==> config.mk <==
export PLATFORM = sky130hd
export DESIGN_NAME = crack_scheduler_flat
export DESIGN_NICKNAME = d
export VERILOG_FILES = /design/src/rtl/crack_scheduler_pkg.sv /design/src/rtl/crack_scheduler_if.sv /design/src/rtl/crack_scheduler_rr_arbiter.sv /design/src/rtl/crack_scheduler.sv /design/src/flat_wrapper.sv
export SDC_FILE = /design/constraint.sdc
export NUM_CORES = 1
export LEC_CHECK = 0
export ABC_CLOCK_PERIOD_IN_PS = 7200
export BUFFER_PORTS_ARGS = -buffer_cell sky130_fd_sc_hd__buf_2
export CAP_MARGIN = 20
export CORE_MARGIN = 3
export CORE_UTILIZATION = 47
export DETAILED_ROUTE_END_ITERATION = 12
export PLACE_DENSITY = 0.88
export SYNTH_ARGS = -nofsm -noshare
export SYNTH_HDL_FRONTEND = slang
export SYNTH_HIERARCHICAL = 1
export SYNTH_SLANG_ARGS = --single-unit
==> constraint.sdc <==
create_clock -name clk -period 7.2 [get_ports clk]
set_input_delay 0 -clock clk [delete_from_list [all_inputs] [get_ports clk]]
set_output_delay 0 -clock clk [all_outputs]
set_load 0.005 [all_outputs]
==> src/rtl/crack_scheduler_pkg.sv <==
// Shared types and defaults for the parallel ARC4 key-search scheduler.
// Engine count, key width and the scheduler state encoding live here.
package crack_scheduler_pkg;

    localparam int N_ENG_DEF = 4;
    localparam int KEY_W     = 24;
    localparam int CT_AW     = 8;
    localparam int CT_DW     = 8;
    localparam int WIN_W     = 3;

    typedef enum logic [2:0] {
        IDLE,
        ARM,
        LAUNCH,
        SETTLE,
        RUN,
        DONE_KEY,
        DONE_NOKEY
    } sched_state_e;

    // States in which a new search request may be accepted.
    function automatic logic accepts_start(sched_state_e s);
        return (s == IDLE) || (s == DONE_KEY) || (s == DONE_NOKEY);
    endfunction

endpackage

==> src/rtl/crack_scheduler_if.sv <==
// Task-side handshake, ct_mem port and per-engine bundle of the key-search scheduler.
// slave = scheduler side, master = surrounding task logic, memory and engines.
interface crack_scheduler_if #(
    parameter int N_ENG = 4,
    parameter int KEY_W = 24
);
    logic                    en;
    logic                    rdy;
    logic [KEY_W-1:0]        key;
    logic                    key_valid;
    logic [2:0]              winner;
    logic [7:0]              ct_addr;
    logic [7:0]              ct_rddata;
    logic [N_ENG-1:0]        eng_start;
    logic [N_ENG-1:0]        eng_rdy;
    logic [N_ENG*KEY_W-1:0]  eng_key;
    logic [N_ENG-1:0]        eng_key_valid;
    logic [N_ENG-1:0]        eng_ct_req;
    logic [N_ENG*8-1:0]      eng_ct_addr;
    logic [N_ENG-1:0]        eng_ct_gnt;
    logic [N_ENG-1:0]        eng_ct_rdvalid;
    logic [7:0]              eng_ct_rddata;

    modport slave (
        input  en, ct_rddata, eng_rdy, eng_key, eng_key_valid, eng_ct_req, eng_ct_addr,
        output rdy, key, key_valid, winner, ct_addr, eng_start, eng_ct_gnt,
               eng_ct_rdvalid, eng_ct_rddata
    );

    modport master (
        output en, ct_rddata, eng_rdy, eng_key, eng_key_valid, eng_ct_req, eng_ct_addr,
        input  rdy, key, key_valid, winner, ct_addr, eng_start, eng_ct_gnt,
               eng_ct_rdvalid, eng_ct_rddata
    );

endinterface

==> src/rtl/crack_scheduler_rr_arbiter.sv <==
// Round-robin arbiter: one-hot grant to the first requester at or after the pointer.
// Grant is combinational; the pointer moves past the winner only when advance is set.
module rr_arbiter #(
    parameter int N = 4
) (
    input  logic                 clk,
    input  logic                 rst_n,
    input  logic [N-1:0]         i_req,
    input  logic                 i_advance,
    output logic [N-1:0]         o_gnt,
    output logic [$clog2(N)-1:0] o_idx,
    output logic                 o_vld
);
    localparam int IW = $clog2(N);

    logic [IW-1:0] r_ptr;
    logic [N-1:0]  w_gnt;
    logic [IW-1:0] w_idx;
    logic          w_vld;

    always_comb begin
        int cand;
        w_gnt = '0;
        w_idx = '0;
        w_vld = 1'b0;
        cand  = 0;
        for (int k = 0; k < N; k++) begin
            cand = int'(r_ptr) + k;
            if (cand >= N) begin
                cand = cand - N;
            end
            if (!w_vld && i_req[cand]) begin
                w_vld       = 1'b1;
                w_gnt[cand] = 1'b1;
                w_idx       = IW'(cand);
            end
        end
    end

    // With no requests the pointer stays put, so fairness survives idle gaps.
    always_ff @(posedge clk) begin
        if (!rst_n) begin
            r_ptr <= '0;
        end else if (i_advance && w_vld) begin
            r_ptr <= (w_idx == IW'(N - 1)) ? '0 : w_idx + IW'(1);
        end
    end

    assign o_gnt = w_gnt;
    assign o_idx = w_idx;
    assign o_vld = w_vld;

endmodule

==> src/rtl/crack_scheduler.sv <==
// Sequencer for N parallel ARC4 crack engines: launches all, shares ct_mem round-robin,
// returns the lowest-index winning key or a no-key result once every engine has finished.
module crack_scheduler
    import crack_scheduler_pkg::*;
#(
    parameter int N_ENG = N_ENG_DEF,
    parameter int KW    = KEY_W
) (
    input  logic             clk,
    input  logic             rst_n,
    crack_scheduler_if.slave bus
);
    localparam int IW = $clog2(N_ENG);

    sched_state_e     r_state;
    sched_state_e     w_next;

    logic             r_rdy;
    logic [KW-1:0]    r_key;
    logic             r_key_valid;
    logic [WIN_W-1:0] r_winner;
    logic [N_ENG-1:0] r_eng_start;
    logic [N_ENG-1:0] r_rdvalid;
    logic [7:0]       r_ct_addr;
    logic [N_ENG-1:0] r_done_mask;

    logic             w_accept;
    logic             w_hit;
    logic [IW-1:0]    w_hit_idx;
    logic [KW-1:0]    w_hit_key;
    logic             w_all_done;
    logic             w_in_run;
    logic [N_ENG-1:0] w_arb_req;
    logic [N_ENG-1:0] w_gnt;
    logic [IW-1:0]    w_gnt_idx;
    logic             w_gnt_vld;
    logic [7:0]       w_gnt_addr;

    assign w_in_run  = (r_state == RUN);
    assign w_accept  = accepts_start(r_state) && bus.en;
    assign w_arb_req = w_in_run ? bus.eng_ct_req : '0;

    rr_arbiter #(.N(N_ENG)) u_arb (
        .clk       (clk),
        .rst_n     (rst_n),
        .i_req     (w_arb_req),
        .i_advance (w_in_run),
        .o_gnt     (w_gnt),
        .o_idx     (w_gnt_idx),
        .o_vld     (w_gnt_vld)
    );

    // Lowest index wins when several engines report a key in the same cycle.
    always_comb begin
        w_hit     = 1'b0;
        w_hit_idx = '0;
        for (int i = N_ENG - 1; i >= 0; i--) begin
            if (bus.eng_rdy[i] && bus.eng_key_valid[i]) begin
                w_hit     = 1'b1;
                w_hit_idx = IW'(i);
            end
        end
    end

    assign w_hit_key  = bus.eng_key[w_hit_idx*KW +: KW];
    assign w_all_done = &(r_done_mask | bus.eng_rdy);
    assign w_gnt_addr = bus.eng_ct_addr[w_gnt_idx*8 +: 8];

    always_comb begin
        w_next = r_state;
        case (r_state)
            IDLE, DONE_KEY, DONE_NOKEY: begin
                if (bus.en) w_next = ARM;
            end
            ARM: begin
                if (&bus.eng_rdy) w_next = LAUNCH;
            end
            LAUNCH:  w_next = SETTLE;
            SETTLE:  w_next = RUN;
            RUN: begin
                if (w_hit) begin
                    w_next = DONE_KEY;
                end else if (w_all_done) begin
                    w_next = DONE_NOKEY;
                end
            end
            default: w_next = IDLE;
        endcase
    end

    always_ff @(posedge clk) begin
        if (!rst_n) begin
            r_state <= IDLE;
        end else begin
            r_state <= w_next;
        end
    end

    // Engines are still dropping rdy during SETTLE, so the mask only starts in RUN.
    always_ff @(posedge clk) begin
        if (!rst_n) begin
            r_done_mask <= '0;
        end else if (r_state == SETTLE) begin
            r_done_mask <= '0;
        end else if (w_in_run) begin
            r_done_mask <= r_done_mask | bus.eng_rdy;
        end
    end

    always_ff @(posedge clk) begin
        if (!rst_n) begin
            r_rdy       <= 1'b1;
            r_key       <= '0;
            r_key_valid <= 1'b0;
            r_winner    <= '0;
            r_eng_start <= '0;
        end else begin
            r_rdy       <= accepts_start(w_next);
            r_eng_start <= (w_next == LAUNCH) ? '1 : '0;
            if (w_accept) begin
                r_key       <= '0;
                r_key_valid <= 1'b0;
                r_winner    <= '0;
            end else if (w_in_run && w_hit) begin
                r_key       <= w_hit_key;
                r_key_valid <= 1'b1;
                r_winner    <= WIN_W'(w_hit_idx);
            end else if (w_in_run && w_all_done) begin
                r_key       <= '0;
                r_key_valid <= 1'b0;
            end
        end
    end

    // A grant in the final RUN cycle still returns its read data on the next cycle.
    always_ff @(posedge clk) begin
        if (!rst_n) begin
            r_rdvalid <= '0;
            r_ct_addr <= '0;
        end else begin
            r_rdvalid <= w_gnt;
            if (w_gnt_vld) begin
                r_ct_addr <= w_gnt_addr;
            end
        end
    end

    assign bus.rdy            = r_rdy;
    assign bus.key            = r_key;
    assign bus.key_valid      = r_key_valid;
    assign bus.winner         = r_winner;
    assign bus.eng_start      = r_eng_start;
    assign bus.eng_ct_gnt     = w_gnt;
    assign bus.ct_addr        = w_gnt_vld ? w_gnt_addr : r_ct_addr;
    assign bus.eng_ct_rdvalid = r_rdvalid;
    assign bus.eng_ct_rddata  = bus.ct_rddata;

endmodule

==> src/flat_wrapper.sv <==
// flat-port wrapper written by rule: the top's interface ports become plain ports
module crack_scheduler_flat import crack_scheduler_pkg::*;
#(
    parameter int N_ENG = N_ENG_DEF,
    parameter int KW    = KEY_W
)
  (clk, rst_n, bus_en, bus_ct_rddata, bus_eng_rdy, bus_eng_key, bus_eng_key_valid, bus_eng_ct_req, bus_eng_ct_addr, bus_rdy, bus_key, bus_key_valid, bus_winner, bus_ct_addr, bus_eng_start, bus_eng_ct_gnt, bus_eng_ct_rdvalid, bus_eng_ct_rddata);
  crack_scheduler_if #(.N_ENG(N_ENG), .KEY_W(KW)) bus_i ();
  input  logic clk;
  input  logic rst_n;
  input wire logic [$bits(bus_i.en)-1:0] bus_en;
  input wire logic [$bits(bus_i.ct_rddata)-1:0] bus_ct_rddata;
  input wire logic [$bits(bus_i.eng_rdy)-1:0] bus_eng_rdy;
  input wire logic [$bits(bus_i.eng_key)-1:0] bus_eng_key;
  input wire logic [$bits(bus_i.eng_key_valid)-1:0] bus_eng_key_valid;
  input wire logic [$bits(bus_i.eng_ct_req)-1:0] bus_eng_ct_req;
  input wire logic [$bits(bus_i.eng_ct_addr)-1:0] bus_eng_ct_addr;
  output wire logic [$bits(bus_i.rdy)-1:0] bus_rdy;
  output wire logic [$bits(bus_i.key)-1:0] bus_key;
  output wire logic [$bits(bus_i.key_valid)-1:0] bus_key_valid;
  output wire logic [$bits(bus_i.winner)-1:0] bus_winner;
  output wire logic [$bits(bus_i.ct_addr)-1:0] bus_ct_addr;
  output wire logic [$bits(bus_i.eng_start)-1:0] bus_eng_start;
  output wire logic [$bits(bus_i.eng_ct_gnt)-1:0] bus_eng_ct_gnt;
  output wire logic [$bits(bus_i.eng_ct_rdvalid)-1:0] bus_eng_ct_rdvalid;
  output wire logic [$bits(bus_i.eng_ct_rddata)-1:0] bus_eng_ct_rddata;
  assign bus_i.en = bus_en;
  assign bus_i.ct_rddata = bus_ct_rddata;
  assign bus_i.eng_rdy = bus_eng_rdy;
  assign bus_i.eng_key = bus_eng_key;
  assign bus_i.eng_key_valid = bus_eng_key_valid;
  assign bus_i.eng_ct_req = bus_eng_ct_req;
  assign bus_i.eng_ct_addr = bus_eng_ct_addr;
  assign bus_rdy = bus_i.rdy;
  assign bus_key = bus_i.key;
  assign bus_key_valid = bus_i.key_valid;
  assign bus_winner = bus_i.winner;
  assign bus_ct_addr = bus_i.ct_addr;
  assign bus_eng_start = bus_i.eng_start;
  assign bus_eng_ct_gnt = bus_i.eng_ct_gnt;
  assign bus_eng_ct_rdvalid = bus_i.eng_ct_rdvalid;
  assign bus_eng_ct_rddata = bus_i.eng_ct_rddata;
  crack_scheduler #(.N_ENG(N_ENG), .KW(KW)) u_core (.clk(clk), .rst_n(rst_n), .bus(bus_i));
endmodule
==> metrics.txt, run 1 <==
hold path endpoint bus_eng_ct_rddata[4]; Root Buffer Master clkbuf_8; post-cts hold buffer count 0; Max clock buf depth 2; DR WL/cell 16.1 um; Reg2Reg Depth 9; Initial Util 49.3%; Max Freq 259 MHz; hold depth 0; Layout area overhead 29.3%; Final ANT Viol Nets 0; post-CTS resize count 0; DRT iter0 DRCs 298; final net count 662; Final min period 3860 ps; Final Cycle Share 53.6%; post-DP HPWL 7.64 mm; CP Class flip-flop to primary output; Worst EP required 7200 ps; hold slack 0.00143 ps; initial antenna violation count 0; Synth warnings 6; gr ovfl total 0; Core Rows 30; final instance area 0.00443 sq mm; placed inst area 0.00428 sq mm; R2R setup slack 3520 ps; CTS H-Tree Depth 2; clock-pin transition on the worst setup and hold timing paths 90 ps; number of synthesized flops with an enable pin 0; CTS tree built; Final Hold Viols 0; DRC violations left 0; max cap viols 0; routed wire length 9.63 mm; vias post-DR 3,383; CP endpoint kind primary output; most common flop cell mapped by yosys dfxtp_1; unrepaired setup endpoints after global routing no; total CTS buffers 5; top-area cell type share of the netlist area 29.3%; Final Slew Violations 0; VDD IR max 0.0706 mV; first-pass GRT wire length 15.5 mm; synthesized area per cell 10.1 sq um; vias in the first global route 3,366; Buffers on Ports 190; Final TNS setup 0 ps; CP Max Fanout 14; worst rel slew slack 34.7%; Yosys reg bits 50; dpl cells 590; post-synthesis async set-or-reset flop share 0%; Layout Utilization 63.7%; GRT Util Overall 22.4%; Worst-Margin Slew 980 ps; hold wc startpoint bus_ct_rddata[4]; Final Instance Count excl. Fillers 600; CP startpoint kind flip-flop; status finished, final reports clean; Skew-Pair Late Insertion Delay 300 ps; Die X 91.3 um; Setup Skew 8.62 ps; Die Y 91.3 um; DRT Pass-1 Iters 6; I/O Pins 208; CP arrival 3860 ps; Final setup viols 0; HP Class input port to primary output; CTS Sinks 50; synthesized area 0.00342 sq mm; PD cells 132 mW/mm^2; post-CTS setup buffer count 0; largest net degree at the start of global routing 49; n_diodes 0; share of cells above drive strength 1 55.8%; syn_nets 499; Lkg Pwr 2.02 nW; r2r endpoint u_core/r_ct_addr[2]; DIE AREA 0.00834 sq mm; Synth area leader dfxtp_1; Cell variety after synth 54; post-synthesis sequential area ratio 29.3%; top cells by area, synth dfxtp_1 29%, mux2_2 18%, mux4_2 7.9%; CORE AREA 0.00694 sq mm; Cells after Synth 340; vias per cell 5.64; GPL Wtd Cong 0.896
[cells in the final DEF (no fill, tap or decap), types with 2 or more instances in the layout]
| cell type | instances |
|---|---|
| a21oi_1 | 9 |
| a221o_1 | 4 |
| a222oi_1 | 24 |
| a22oi_1 | 5 |
| and2_1 | 25 |
| buf_2 | 190 |
| clkbuf_8 | 5 |
| clkinvlp_4 | 2 |
| dfxtp_1 | 50 |
| ha_1 | 8 |
| inv_1 | 3 |
| mux2_1 | 2 |
| mux2_2 | 54 |
| mux2i_1 | 2 |
| mux4_2 | 12 |
| nand2_1 | 18 |
| nand2b_1 | 2 |
| nand3_1 | 2 |
| nor2_1 | 33 |
| nor2b_1 | 4 |
| o211ai_1 | 3 |
| o21ai_0 | 9 |
| o221ai_2 | 2 |
| o22ai_1 | 2 |
| or4_4 | 2 |
[metal layers]
layer	global-route usage [%]	vias to the layer above	routed length [um]
met2	43.6	167	5210
met3	4.72	17	761
li1	-	1609	-
met4	8.17	0	234
met1	23.1	1590	3430
met5	0	-	0
[cell type report]
type                       instances  area [sq um]
sequential                        50          1000
tap                               96           120
timing repair buffer             192           986
multi-input combinational        251          2190
fill                             573          2520
inverter                           3          11.3
clock buffer                       5          68.8
clock inverter                     3          45.0
[cells in the mapped netlist, types with 2 or more instances]
| cell | n |
|---|---|
| buf_4 | 13 |
| dfxtp_1 | 50 |
| nand2_1 | 18 |
| a221o_1 | 4 |
| mux2_1 | 2 |
| a21oi_1 | 9 |
| mux2i_1 | 2 |
| o22ai_1 | 2 |
| mux4_2 | 12 |
| buf_2 | 10 |
| nand2b_1 | 2 |
| buf_6 | 4 |
| or4_4 | 2 |
| ha_1 | 8 |
| a222oi_1 | 24 |
| nor2b_1 | 4 |
| and2_1 | 25 |
| o21ai_0 | 9 |
| o211ai_1 | 3 |
| o21ai_1 | 2 |
| nor2_1 | 34 |
| inv_1 | 3 |
| o221ai_2 | 2 |
| a22oi_1 | 5 |
| clkbuf_1 | 8 |
| mux2_2 | 54 |
| nand3_1 | 2 |
[report_power, final]
group,switching [W],internal [W],total (W)
Combinational,0.0000426,0.0000632,0.000106
Clock,0.0000932,0.000103,0.000197
Sequential,0.00000203,0.000278,0.000280
[stage by stage]
stage / worst slack, ps / total power, W
finish: 3340 / 0.000582
detailed placement: 3530 / 0.000390
floorplan: 4020 / 0.000347
global placement: 3730 / 0.000387
global route: 3020 / 0.000614
CTS: 3310 / 0.000588
[flip-flops by register name, indices dropped and copies added (netlist names), named ones only]
| name | cells |
|---|---|
| u_core/r_done_mask | 4 |
| u_core/bus.key_valid | 1 |
| u_core/bus.eng_ct_rdvalid | 4 |
| u_core/bus.rdy | 1 |
| u_core/r_ct_addr | 8 |
| u_core/bus.eng_start | 1 |
| u_core/u_arb/r_ptr | 1 |
| u_core/r_state | 3 |
| u_core/bus.key | 24 |
| u_core/bus.winner | 2 |
[kinds of logic (layout without fill, tap and decap cells)]
group	Yosys count	in the layout	synth area share, %
AOI/OAI and AO/OA	74	74	18.2
other	1	1	0.110
buffers and inverters	39	203	6.98
and+or+nand+nor	96	96	15.1
xor gates and xnor gates	1	1	0.256
DFF	50	50	29.3
muxes	70	70	26.9
adders and majority gates	9	9	3.22
[worst max path at each step]
stage                               start             endpoint  slack (ps)  depth (start not counted)
finish                          flip-flop       bus_ct_addr[3]        3340                          9
global route                    flip-flop       bus_ct_addr[3]        3020                          9
CTS                             flip-flop       bus_ct_addr[3]        3310                          9
detailed placement              flip-flop  u_core/r_ct_addr[5]        3530                          9
global placement                flip-flop  u_core/r_ct_addr[0]        3730                          9
floorplan           u_core/u_arb/r_ptr[1]  u_core/r_ct_addr[0]        4020                         10
[critical path, cell delays in order (launching register included)]
cell and delay (ps):
dfxtp_1 720, inv_1 250, ha_1 470, mux4_2 460, nor2b_4 210, o21a_1 180
or2_2 310, mux4_2 540, mux2_2 290, buf_2 130
(Power assumes the default switching activity.)
==> run 2, diff against run 1 <==
- ABC_AREA: unset -> 1
- ABC_CLOCK_PERIOD_IN_PS: 7200 -> 4000
- PLACE_DENSITY: 0.88 -> 0.84
- clock period: 7.2 -> 4 ns (I/O delays scaled with it)
==> run 2 against run 1 <==
Net effect: non-clock buffer count is 3 higher; register-to-register slack worse by 2500 ps; power is 84% higher; wire length up 24%; critical path depth up 7; critical path type unchanged; clock-buffer cell count unchanged; via count grew 41%; first-iteration DRC count is 29% lower.
==> metrics.txt, run 2 <==
Buffers on Ports 190; Largest register FFs 24; R2R setup slack 1050 ps; CP arrival 3230 ps; vias in the first global route 4,155; number of synthesized flops with an enable pin 0; Synth warnings 6; slowest CP cell dfxtp_1; synth cell count leaders 182 x nand2_1, 133 x nand3_1, 131 x inv_1; DRT iter0 DRCs 211; Final Slew Violations 0; DRT Pass-1 Iters 5; Yosys reg bits 50; CTS tree built; post-CTS resize count 0; synthesized area per cell 5.81 sq um; commonest non-fill, non-tap cell in the layout buf_2; hold wc startpoint bus_ct_rddata[7]; I/O Pins 208; Internal 0.000741 W; Worst EP required 4000 ps; PD cells 213 mW/mm^2; hold slack 0.00225 ps; GRT Util Overall 23.0%; Combinational Power Share 25.2%; total CTS buffers 5; CP endpoint kind primary output; CP cell instances inv_2 > ha_1 > inv_1 > nand3_2 > nand2_4 > nor2_1 > nand2_1 > nand2_2 > nand2_2 > nand2_2 > inv_1 > nor2_1 > o32ai_1 > nand2_1 > nand2_1 > buf_2; top-area cell type share of the netlist area 24.3%; Reg2Reg Depth 15; Seq pwr share 47.1%; Final Hold Viols 0; post-synthesis sequential area ratio 24.3%; largest net degree at the start of global routing 52; worst rel slew slack 38.8%; Final min period 3230 ps; share of cells above drive strength 1 26.9%; top cells by area, synth dfxtp_1 24%, nand2_1 17%, nand3_1 16%; Final setup viols 0; Final Cycle Share 80.7%; final net count 1,022; CORE AREA 0.00834 sq mm; placed inst area 0.00491 sq mm; post-synthesis async set-or-reset flop share 0%; syn_nets 867; r2r endpoint u_core/r_ct_addr[6]; Max Freq 310 MHz; Root Buffer Master clkbuf_8; DR WL/cell 12.4 um; Final ANT Viol Nets 0; final instance area 0.00503 sq mm; first-pass GRT wire length 18.9 mm; Max clock buf depth 2; most frequent cell after synthesis nand2_1; Core Rows 33; HP Class input port to primary output; Final TNS setup 0 ps; Layout area overhead 22.4%; Setup Skew 11.1 ps; status finished, final reports clean; GPL Wtd Cong 0.858; Lkg Pwr 3.01 nW; max cap viols 0; Worst-Margin Slew 916 ps; vias per cell 4.91; clock-pin transition on the worst setup and hold timing paths 90 ps; Die X 99.5 um; CTS H-Tree Depth 2; n_diodes 0; Initial Util 49.3%; Cell variety after synth 31; DIE AREA 0.00991 sq mm; Sw Share 31.0%; routed wire length 12.0 mm; gr ovfl total 0; commonest non-fill, non-tap cells in the layout 190 x buf_2, 182 x nand2_1, 133 x nand3_1; VDD IR max 0.141 mV; hold path endpoint bus_eng_ct_rddata[7]; vias post-DR 4,755; most common flop cell mapped by yosys dfxtp_1; Psw 0.000333 W; clock power share 27.7%; Die Y 99.5 um; Skew-Pair Late Insertion Delay 310 ps; DRC violations left 0; Cells after Synth 708; unrepaired setup endpoints after global routing no; CP max stage delay 550 ps; initial antenna violation count 0; post-DP HPWL 9.34 mm; hold depth 0; Synth area leader dfxtp_1; CP Max Fanout 18; CTS Sinks 50; synthesized area 0.00411 sq mm; CP startpoint kind flip-flop; CP Class flip-flop to primary output
[run 2: critical path: cells and delay by family, from the launching register on]
family / cells / cell delay (ps)
and+or+nand+nor: 10 / 930
AOI/OAI and AO/OA: 1 / 240
buffers and inverters: 4 / 810
adders and majority gates: 1 / 380
DFF: 1 / 550
[run 2: worst max path at each step]
stage	endpoint	slack [ps]	cells past startpoint
after detailed placement	u_core/r_ct_addr[5]	1070	16
after global placement	u_core/r_ct_addr[1]	1160	15
after global routing	bus_ct_addr[0]	300	16
after CTS	bus_ct_addr[0]	760	16
final	bus_ct_addr[0]	770	16
after floorplan	u_core/r_ct_addr[5]	1420	16
[run 2: power by group through the flow]
| stage | Combinational, W | Clock [W] | Sequential, W |
|---|---|---|---|
| 2_1_floorplan | 0.000178 | 0 | 0.000517 |
| 3_3_place_gp | 0.000265 | 0 | 0.000517 |
| 3_5_place_dp | 0.000265 | 0 | 0.000518 |
| 4_1_cts | 0.000269 | 0.000308 | 0.000506 |
| 5_1_grt | 0.000307 | 0.000330 | 0.000507 |
| 6_report | 0.000270 | 0.000298 | 0.000506 |
[run 2: metrics by stage]
step	setup WS [ps]	total power, W	utilization (%)	instances
after detailed placement	1070	0.000782	58.9	957
after CTS	764	0.00108	60.4	968
after global placement	1160	0.000783	58.9	957
after floorplan	1420	0.000695	-	708
after global routing	304	0.00114	60.4	968
final	774	0.00107	60.4	968
[run 2: kinds of logic after synthesis]
logic type | after synthesis | synth area share [%]
AND/OR/NAND/NOR | 393 | 43.4
buffers and inverters | 186 | 20.0
AO/OA/AOI/OAI | 70 | 9.80
flip-flops | 50 | 24.3
adder cells (fa/ha/maj) | 8 | 2.43
other | 1 | 0.0912
[run 2: layer usage]
metal,share of wire [%],up-vias,routed length [um],track usage (%)
met4,1.4,0,163,6.09
met1,40,2039,4830,27.7
li1,-,2498,-,-
met2,49,206,5890,41.3
met5,0,-,0,0
met3,9.0,12,1080,4.91
[run 2: final cells by class]
type                    count  area [sq um]
fillers                   840          3310
multi-input cells         472          2290
flip-flops and latches     50          1000
repair buffers            195           998
inverters                 139           527
well taps                 105           131
clock buffers               5          68.8
clock inverters             2          17.5
[run 2: what timing repair did]
item,in CTS,in global routing
endpoints found under the hold margin,4,0
setup buffers,0,0
hold buffers,4,0
